File: config.mk
export PLATFORM = sky130hd
export DESIGN_NAME = sha256_stream_ctrl_flat
export DESIGN_NICKNAME = d
export VERILOG_FILES = /design/src/rtl/sha256_stream_ctrl_if.sv /design/src/rtl/sha256_stream_ctrl.sv /design/src/flat_wrapper.sv
export SDC_FILE = /design/constraint.sdc
export NUM_CORES = 2
export LEC_CHECK = 0
export BUFFER_PORTS_ARGS = -buffer_cell sky130_fd_sc_hd__buf_2
export CORE_AREA = 2 2 421 423
export DETAILED_ROUTE_END_ITERATION = 7
export DIE_AREA = 0 0 423 425
export GPL_TIMING_DRIVEN = 0
export SLEW_MARGIN = 10
export SYNTH_ARGS = -nofsm -noshare
export SYNTH_HDL_FRONTEND = slang
export SYNTH_SLANG_ARGS = --single-unit
File: constraint.sdc
create_clock -name iClk -period 3.2 [get_ports iClk]
set_input_delay 0.64 -clock iClk [delete_from_list [all_inputs] [get_ports iClk]]
set_output_delay 0.64 -clock iClk [all_outputs]
set_load 0.05 [all_outputs]
File: src/rtl/sha256_stream_ctrl_if.sv
// Stream, core and digest signals between sha256_stream_ctrl and its neighbours.
// slave is the controller's view; master is the source/core/consumer side.
interface sha256_stream_ctrl_if;
  logic         msg_valid;
  logic         msg_ready;
  logic [31:0]  msg_data;
  logic         msg_last;
  logic [1:0]   msg_bytes;
  logic         core_start;
  logic [511:0] core_block;
  logic         core_last_block;
  logic         core_done;
  logic [255:0] core_digest;
  logic         digest_valid;
  logic         digest_ready;
  logic [255:0] digest;
  logic         busy;

  modport slave (
    input  msg_valid, msg_data, msg_last, msg_bytes, core_done, core_digest, digest_ready,
    output msg_ready, core_start, core_block, core_last_block, digest_valid, digest, busy
  );

  modport master (
    output msg_valid, msg_data, msg_last, msg_bytes, core_done, core_digest, digest_ready,
    input  msg_ready, core_start, core_block, core_last_block, digest_valid, digest, busy
  );
endinterface

File: src/rtl/sha256_stream_ctrl.sv
// Assembles a big-endian word stream into padded 512-bit blocks, sequences sha256_core
// block by block and hands the final digest out on a valid/ready port.
module sha256_stream_ctrl #(
  parameter int unsigned LEN_W = 64
) (
  input  logic               iClk,
  input  logic               iReset_n,
  sha256_stream_ctrl_if.slave bus
);

  typedef enum logic [2:0] {StFill, StPad, StStart, StWait, StExtra, StOut} state_e;

  state_e             state_q;
  logic [31:0]        blk_q [16];
  logic [3:0]         idx_q;
  logic [2:0]         last_n_q;
  logic [LEN_W-1:0]   byte_cnt_q;
  logic               pend_last_q;
  logic               extra_q;
  logic               pad_pending_q;
  logic               core_start_q;
  logic               core_last_q;
  logic               digest_valid_q;
  logic               busy_q;
  logic [255:0]       digest_q;

  logic               msg_ready;
  logic [2:0]         n_bytes;
  logic [31:0]        msg_masked;
  logic [31:0]        pad_mark;
  logic [63:0]        bit_len;
  logic [6:0]         used;
  logic               pad_pending_now;
  logic               fits;

  assign msg_ready = iReset_n && (state_q == StFill);

  always_comb begin
    n_bytes = (bus.msg_last && (bus.msg_bytes != 2'd0)) ? {1'b0, bus.msg_bytes} : 3'd4;
    case (n_bytes)
      3'd1:    msg_masked = bus.msg_data & 32'hFF00_0000;
      3'd2:    msg_masked = bus.msg_data & 32'hFFFF_0000;
      3'd3:    msg_masked = bus.msg_data & 32'hFFFF_FF00;
      default: msg_masked = bus.msg_data;
    endcase
    case (last_n_q)
      3'd1:    pad_mark = 32'h0080_0000;
      3'd2:    pad_mark = 32'h0000_8000;
      3'd3:    pad_mark = 32'h0000_0080;
      default: pad_mark = 32'h0000_0000;
    endcase
    bit_len         = 64'(byte_cnt_q) << 3;
    used            = {1'b0, idx_q, 2'b00} + {4'b0000, last_n_q} + 7'd1;
    // A full last word in slot 15 leaves no room for the 0x80 marker in this block.
    pad_pending_now = (last_n_q == 3'd4) && (idx_q == 4'd15);
    fits            = (used <= 7'd56) && !pad_pending_now;
  end

  always_ff @(posedge iClk or negedge iReset_n) begin
    if (!iReset_n) begin
      state_q        <= StFill;
      for (int i = 0; i < 16; i++) blk_q[i] <= '0;
      idx_q          <= '0;
      last_n_q       <= '0;
      byte_cnt_q     <= '0;
      pend_last_q    <= 1'b0;
      extra_q        <= 1'b0;
      pad_pending_q  <= 1'b0;
      core_start_q   <= 1'b0;
      core_last_q    <= 1'b0;
      digest_valid_q <= 1'b0;
      busy_q         <= 1'b0;
      digest_q       <= '0;
    end else begin
      core_start_q <= 1'b0;
      case (state_q)
        StFill: begin
          if (bus.msg_valid && msg_ready) begin
            blk_q[idx_q] <= msg_masked;
            byte_cnt_q   <= byte_cnt_q + LEN_W'(n_bytes);
            busy_q       <= 1'b1;
            if (bus.msg_last) begin
              last_n_q <= n_bytes;
              state_q  <= StPad;
            end else if (idx_q == 4'd15) begin
              pend_last_q  <= 1'b0;
              extra_q      <= 1'b0;
              core_start_q <= 1'b1;
              core_last_q  <= 1'b0;
              state_q      <= StStart;
            end else begin
              idx_q <= idx_q + 4'd1;
            end
          end
        end
        StPad: begin
          if (last_n_q != 3'd4) begin
            blk_q[idx_q] <= blk_q[idx_q] | pad_mark;
          end else if (idx_q != 4'd15) begin
            blk_q[idx_q + 4'd1] <= 32'h8000_0000;
          end
          pad_pending_q <= pad_pending_now;
          if (fits) begin
            blk_q[14]   <= bit_len[63:32];
            blk_q[15]   <= bit_len[31:0];
            pend_last_q <= 1'b1;
            extra_q     <= 1'b0;
            core_last_q <= 1'b1;
          end else begin
            pend_last_q <= 1'b0;
            extra_q     <= 1'b1;
            core_last_q <= 1'b0;
          end
          core_start_q <= 1'b1;
          state_q      <= StStart;
        end
        StStart: state_q <= StWait;
        StWait: begin
          if (bus.core_done) begin
            for (int i = 0; i < 16; i++) blk_q[i] <= '0;
            idx_q       <= '0;
            core_last_q <= 1'b0;
            if (pend_last_q) begin
              digest_q       <= bus.core_digest;
              digest_valid_q <= 1'b1;
              state_q        <= StOut;
            end else if (extra_q) begin
              state_q <= StExtra;
            end else begin
              state_q <= StFill;
            end
          end
        end
        StExtra: begin
          blk_q[0]      <= pad_pending_q ? 32'h8000_0000 : 32'h0000_0000;
          blk_q[14]     <= bit_len[63:32];
          blk_q[15]     <= bit_len[31:0];
          pend_last_q   <= 1'b1;
          extra_q       <= 1'b0;
          pad_pending_q <= 1'b0;
          core_start_q  <= 1'b1;
          core_last_q   <= 1'b1;
          state_q       <= StStart;
        end
        StOut: begin
          if (bus.digest_ready) begin
            digest_valid_q <= 1'b0;
            busy_q         <= 1'b0;
            byte_cnt_q     <= '0;
            state_q        <= StFill;
          end
        end
        default: state_q <= StFill;
      endcase
    end
  end

  for (genvar i = 0; i < 16; i++) begin : g_block
    assign bus.core_block[511-32*i -: 32] = blk_q[i];
  end

  assign bus.msg_ready       = msg_ready;
  assign bus.core_start      = core_start_q;
  assign bus.core_last_block = core_last_q;
  assign bus.digest_valid    = digest_valid_q;
  assign bus.digest          = digest_q;
  assign bus.busy            = busy_q;

endmodule

File: src/flat_wrapper.sv
// flat-port wrapper written by rule: the top's interface ports become plain ports
module sha256_stream_ctrl_flat 
#(
  parameter int unsigned LEN_W = 64
)
  (iClk, iReset_n, bus_msg_valid, bus_msg_data, bus_msg_last, bus_msg_bytes, bus_core_done, bus_core_digest, bus_digest_ready, bus_msg_ready, bus_core_start, bus_core_block, bus_core_last_block, bus_digest_valid, bus_digest, bus_busy);
  sha256_stream_ctrl_if bus_i ();
  input  logic iClk;
  input  logic iReset_n;
  input wire logic [$bits(bus_i.msg_valid)-1:0] bus_msg_valid;
  input wire logic [$bits(bus_i.msg_data)-1:0] bus_msg_data;
  input wire logic [$bits(bus_i.msg_last)-1:0] bus_msg_last;
  input wire logic [$bits(bus_i.msg_bytes)-1:0] bus_msg_bytes;
  input wire logic [$bits(bus_i.core_done)-1:0] bus_core_done;
  input wire logic [$bits(bus_i.core_digest)-1:0] bus_core_digest;
  input wire logic [$bits(bus_i.digest_ready)-1:0] bus_digest_ready;
  output wire logic [$bits(bus_i.msg_ready)-1:0] bus_msg_ready;
  output wire logic [$bits(bus_i.core_start)-1:0] bus_core_start;
  output wire logic [$bits(bus_i.core_block)-1:0] bus_core_block;
  output wire logic [$bits(bus_i.core_last_block)-1:0] bus_core_last_block;
  output wire logic [$bits(bus_i.digest_valid)-1:0] bus_digest_valid;
  output wire logic [$bits(bus_i.digest)-1:0] bus_digest;
  output wire logic [$bits(bus_i.busy)-1:0] bus_busy;
  assign bus_i.msg_valid = bus_msg_valid;
  assign bus_i.msg_data = bus_msg_data;
  assign bus_i.msg_last = bus_msg_last;
  assign bus_i.msg_bytes = bus_msg_bytes;
  assign bus_i.core_done = bus_core_done;
  assign bus_i.core_digest = bus_core_digest;
  assign bus_i.digest_ready = bus_digest_ready;
  assign bus_msg_ready = bus_i.msg_ready;
  assign bus_core_start = bus_i.core_start;
  assign bus_core_block = bus_i.core_block;
  assign bus_core_last_block = bus_i.core_last_block;
  assign bus_digest_valid = bus_i.digest_valid;
  assign bus_digest = bus_i.digest;
  assign bus_busy = bus_i.busy;
  sha256_stream_ctrl #(.LEN_W(LEN_W)) u_core (.iClk(iClk), .iReset_n(iReset_n), .bus(bus_i));
endmodule
# Word level (Yosys, flattened, before mapping)
# Index checks and enable logic that the tools add are counted.
[classes] eq_ne=25 mux=57 bitwise=6 n_reduce_logical=29 addsub=4 order_cmp=5
[ops] op="$mux 512" n=4
[ops] op="$pmux 416 s3" n=1
[ops] op="$bwmux 512" n=2
[ops] op="$and 496x496->496" n=1
[ops] op="$not 496->496" n=1
[ops] op="$demux 32 s4" n=2
[ops] op="$pmux 64 s4" n=1
[ops] op="$mux 64" n=3
[ops] op="$mux 32" n=5
[ops] op="$pmux 24 s3" n=2
[ops] op="$bmux 32 s4" n=1
[ops] op="$pmux 32 s4" n=1
[ops] op="$pmux 64 s2" n=1
[ops] op="$add 64x3->64" n=1
[ops] op="$or 32x24->32" n=1
[ops] op="$mux 3" n=8
[ops] op="$reduce_and 4->1" n=6
[ops] op="$eq 3x2->1 const B" n=6
[ops] op="$mux 4" n=4
[ops] op="$or 16x16->16" n=1
[ops] op="$pmux 3 s5" n=1
[ops] op="$mux 1" n=13
[ops] op="$ne 2x2->1 const B" n=6
[ops] op="$ge 5x5->1 const B" n=2
[ops] op="other kinds (27)" n=52
[word_totals] inputBits=296 wordCells=154 regBits=849 output_inout_bits=773

# Logic depth before layout (Yosys ltp)
[depth] ltp_word=12 mapped_depth=15 ltp_nobuf=10

# Worst setup path after synthesis
# No wires, ideal clock.
[synth_timing] path_kind="in2reg" from="input bus_msg_last" to="register u_core.byte_cnt_q[50]" arrival_ns=3.106 setup_slack_ns=-0.035 setup_ns=0.129 stages=13 cell_sequence="clkbuf_1 > o21ai_1 > clkbuf_1 > clkbuf_1 > ha_1 > nand2b_1 > a211oi_1 > and4_1 > clkbuf_1 > nand3_1 > buf_2 > o211ai_1 > o31ai_1"
[synth_between] elab_chain_len=5
[synth_rtl] element="start: declaration" line="flat_wrapper.sv:12" text="input wire logic [$bits(bus_i.msg_last)-1:0] bus_msg_last;"
[synth_rtl] element="$logic_and 1x1->1" line="sha256_stream_ctrl.sv:39" text="n_bytes = (bus.msg_last && (bus.msg_bytes != 2'd0)) ? {1'b0, bus.msg_bytes} : 3'd4;"
[synth_rtl] element="$mux 3" line="sha256_stream_ctrl.sv:39"
[synth_rtl] element="named net u_core.n_bytes[2]" line="sha256_stream_ctrl.sv:28" text="logic [2:0] n_bytes;"
[synth_rtl] element="$add 64x3->64" line="sha256_stream_ctrl.sv:80" text="byte_cnt_q <= byte_cnt_q + LEN_W'(n_bytes);"
[synth_rtl] element="$mux 64" line="sha256_stream_ctrl.sv:78" text="if (bus.msg_valid && msg_ready) begin"
[synth_rtl] element="$pmux 64 s2" line="sha256_stream_ctrl.sv:76" text="case (state_q)"
[synth_rtl] element="end signal: assignment" line="sha256_stream_ctrl.sv:80"
[synth_rtl] element="end: declaration" line="sha256_stream_ctrl.sv:17" text="logic [LEN_W-1:0] byte_cnt_q;"
# The timed path passes the listed nets, and every way through them passes these cells. The select of a mux whose other input is x is not followed.
# A chain may end at the register's enable or synchronous reset.

==> flow_summary_export.csv <==
group,metric,value,unit
die,start_util,24.7,%
power,total_leakage_power,26.0,nW
timing,setup_violations,0,
worst_hold_path,hold_class,"primary input to asynchronous set/reset pin",
finish,nNetsFinal,5233,
die,fp.dieH,425,µm
global_route,grt.overflow.total,0,
worst_setup_path,r2r_start,"u_core.idx_q[1]$_DFFE_PN0P_",
power,pwr-share-comb,54.7,%
place,dpl.hpwl,220000,µm
worst_setup_path,path_class,"flop to flop",
place,gp_congestion,0.983,
yosys,yosysUniqueCellTypes,78,
global_route,antenna_found_initial,65,
power,switching_share,53.8,%
finish,final_cells,7377,
route,avgRoutedWirePerCell,37.3,µm
global_route,grt_max_degree,103,
route,first_pass_iters,8,
finish,synthToLayoutAreaGrowth,30.8,%
worst_setup_path,crit_chain,"buf_2, clkinv_2, ha_1, clkbuf_2, and3_1, buf_2, nor2_1, nor2_2, clkbuf_2, a22o_1",
yosys,synth_nets,4031,
finish,layout_commonest_cell,"buf_2",
yosys,yosysWarnings,0,
timing,period_share,99.6,%
timing,fin_skew,25.2,ps
worst_setup_path,slowest_delay,520,ps
timing,worst_pin_slew,1280,ps
timing,fmax,314,MHz
yosys,synth_top_area_share,48.8,%
yosys,syn_area,0.0433,mm²
timing,setup_tns,0,ps
route,ant_nets,0,
power,p_per_area,1140,mW/mm²
yosys,avgSynthCellArea,11.6,µm²
power,p_seq_share,25.2,%
yosys,ys_async_sr_fraction,100,%
yosys,ys_seq_area_share,48.8,%
yosys,synth_top_cell_by_area,"dfrtp_1",
global_route,grt_usage,29.3,%
global_route,grt_pass1_wl,363000,µm
power,power.switching,34.6,mW
place,placed_cell_area,0.0519,mm²
power,p_clk_share,20.1,%
route,viasPerCell,5.79,
die,row_count,154,
clock_tree,cts_tree,"built",
power,internal_power,29.8,mW
yosys,synthFlopType,"dfrtp_1",
clock_tree,clk_pin_slew,60,ps
finish,seq_area,0.0212,mm²
finish,multiInputGateArea,0.0209,mm²
timing,slew-limit-headroom,14.4,%
die,fp.dieW,423,µm
clock_tree,cts_buffer_depth,3,
power,ir_drop,975,µV
place,dp.cells,7142,
die,ios,1069,
status,violations,"DRC",
finish,mostFrequentLayoutCells,"1160 x buf_2, 844 x dfrtp_1, 386 x a22o_1",
die,die-area,0.180,mm²
yosys,synthCells,3724,
timing,grt_setup_unrepaired,"yes",
clock_tree,ctsRootBufferMaster,"clkbuf_16",
clock_tree,clock_sinks,846,
global_route,grt_pass1_vias,40024,
clock_tree,insertion_delay,770,ps
yosys,synth-edff-count,0,
status,status,"finished with violations",
worst_setup_path,cp-end-kind,"flop",
worst_setup_path,reg2reg_slack,10,ps
route,drcViolationCount,1,
worst_setup_path,crit_required,3880,ps
route,via_count,42683,
finish,drive_gt1_share,39.4,%
finish,fill_cells,18102,
worst_setup_path,ff2ff_path_depth,10,
timing,maxSlewViolCount,0,
worst_setup_path,cp_max_fo,11,
route,drtIter0Drc,5409,
timing,period_minus_slack,3190,ps
worst_setup_path,slowest_stage,"dfrtp_2",
yosys,synth.ff_latch_count,846,
finish,design_area,0.0567,mm²
worst_setup_path,cp-start-kind,"flop",
die,core-area,0.175,mm²
worst_setup_path,worstPathArrival,3870,ps
yosys,ys_top_cells_by_area,"dfrtp_1 49%, a22o_1 7.8%, mux2i_1 7.6%, mux2_2 6.9%, mux4_2 6.3%",
place,portBuffers,1067,
clock_tree,cts_htree_levels,3,
timing,hold_viol,0,
flow_run,drv_cap,0,
route,finalWirelength,275000,µm
clock_tree,numCtsBuffers,103,
-- how the worst max path moves through the flow --
stage / startpoint / to / slack [ps] / cells past startpoint
3_3_place_gp: iReset_n / flop / -20560 / 8
4_1_cts: u_core.idx_q[1]$_DFFE_PN0P_ / flop / 2 / 8
2_1_floorplan: bus_msg_last / u_core.byte_cnt_q[50]$_DFFE_PN0P_ / 30 / 13
6_report: u_core.idx_q[1]$_DFFE_PN0P_ / flop / 10 / 10
3_5_place_dp: iReset_n / flop / -1900 / 11
5_1_grt: u_core.idx_q[1]$_DFFE_PN0P_ / flop / -60 / 8
-- layout make-up --
type	count	area share, %
multi-input combinational	2509	36.9
clock inverter	51	1.26
sequential	846	37.4
clock buffer	141	5.26
inverter	25	0.181
tap	2340	5.17
antenna	24	0.106
buffer	337	3.15
timing repair buffer	1104	10.6
-- stage by stage --
step,total power [mW],hold WS [ps],utilization (%),setup WS [ps]
global placement,49.5,469,29.4,-20560
finish,64.4,99.9,32.3,13.2
CTS,63.5,49.3,32.2,1.70
floorplan,36.6,344,-,34.0
detailed placement,49.9,477,29.6,-1900
global route,66.0,84.3,32.3,-58.0
-- power by group through the flow --
| stage | clock, mW | sequential, mW | combinational, mW |
|---|---|---|---|
| after floorplan | 0 | 25.2 | 11.5 |
| after global placement | 0 | 16.1 | 33.4 |
| after detailed placement | 0 | 16.2 | 33.7 |
| after global routing | 13.4 | 16.5 | 36.1 |
| final | 12.9 | 16.2 | 35.3 |
| after CTS | 13.0 | 16.1 | 34.3 |
-- layer usage --
metal | vias to the layer above | wire length, µm | global-route usage (%)
met4 | 18 | 21000 | 18.5
met1 | 21989 | 104000 | 36.3
li1 | 16941 | - | -
met3 | 721 | 34300 | 11.7
met5 | - | 118 | 0
met2 | 3014 | 116000 | 42.2
-- repair_timing --
item | 4_1_cts | 5_1_grt
gates resized for setup | 173 | 87
setup buffers | 5 | 10
cloned | 4 | 1
hold endpoints to repair | 20 | 0
pin swaps | 5 | 6
endpoints found under the setup margin | 715 | 521
hold buffers | 6 | 0
-- worst max-delay path, delay by kind of cell (launching register included) --
kind                     cells  cell delay (ps)
adder cells (fa/ha/maj)      1              180
flip-flops                   1              520
AND/OR/NAND/NOR              3              710
AO/OA/AOI/OAI                1              200
buffers and inverters        5             1500
-- synthesized netlist by cell type, drive strengths merged, types with 6 or more instances --
| cell | instances |
|---|---|
| nor4 | 10 |
| a222oi | 27 |
| a31oi | 20 |
| nor2 | 97 |
| o221ai | 10 |
| a221o | 20 |
| a32oi | 20 |
| clkbuf | 180 |
| a211oi | 7 |
| and3 | 31 |
| buf | 164 |
| a22oi | 8 |
| a21oi | 91 |
| or3 | 6 |
| nor2b | 8 |
| o21bai | 8 |
| and2 | 30 |
| mux2 | 268 |
| a21o | 9 |
| a22o | 386 |
| nand3 | 56 |
| a221oi | 26 |
| ha | 10 |
| and4 | 7 |
| o21ai | 151 |
| mux2i | 330 |
| nor3 | 16 |
| nand2b | 10 |
| nand4 | 20 |
| o31ai | 22 |
| o2bb2ai | 7 |
| nand2 | 307 |
| o211ai | 24 |
| mux4 | 121 |
| dfrtp | 846 |
| a32o | 12 |
| o22ai | 288 |
| inv | 23 |
-- cell families after synthesis --
| kind of cell | after synthesis | share of synthesized area (%) |
|---|---|---|
| mux | 719 | 20.9 |
| simple gates | 618 | 6.61 |
| flops | 846 | 48.8 |
| compound gates | 1158 | 19.6 |
| buf+inv | 369 | 3.68 |
| fa+ha+maj | 11 | 0.335 |
| xor+xnor | 3 | 0.0606 |
No activity file was read; power rests on OpenSTA's default activity.
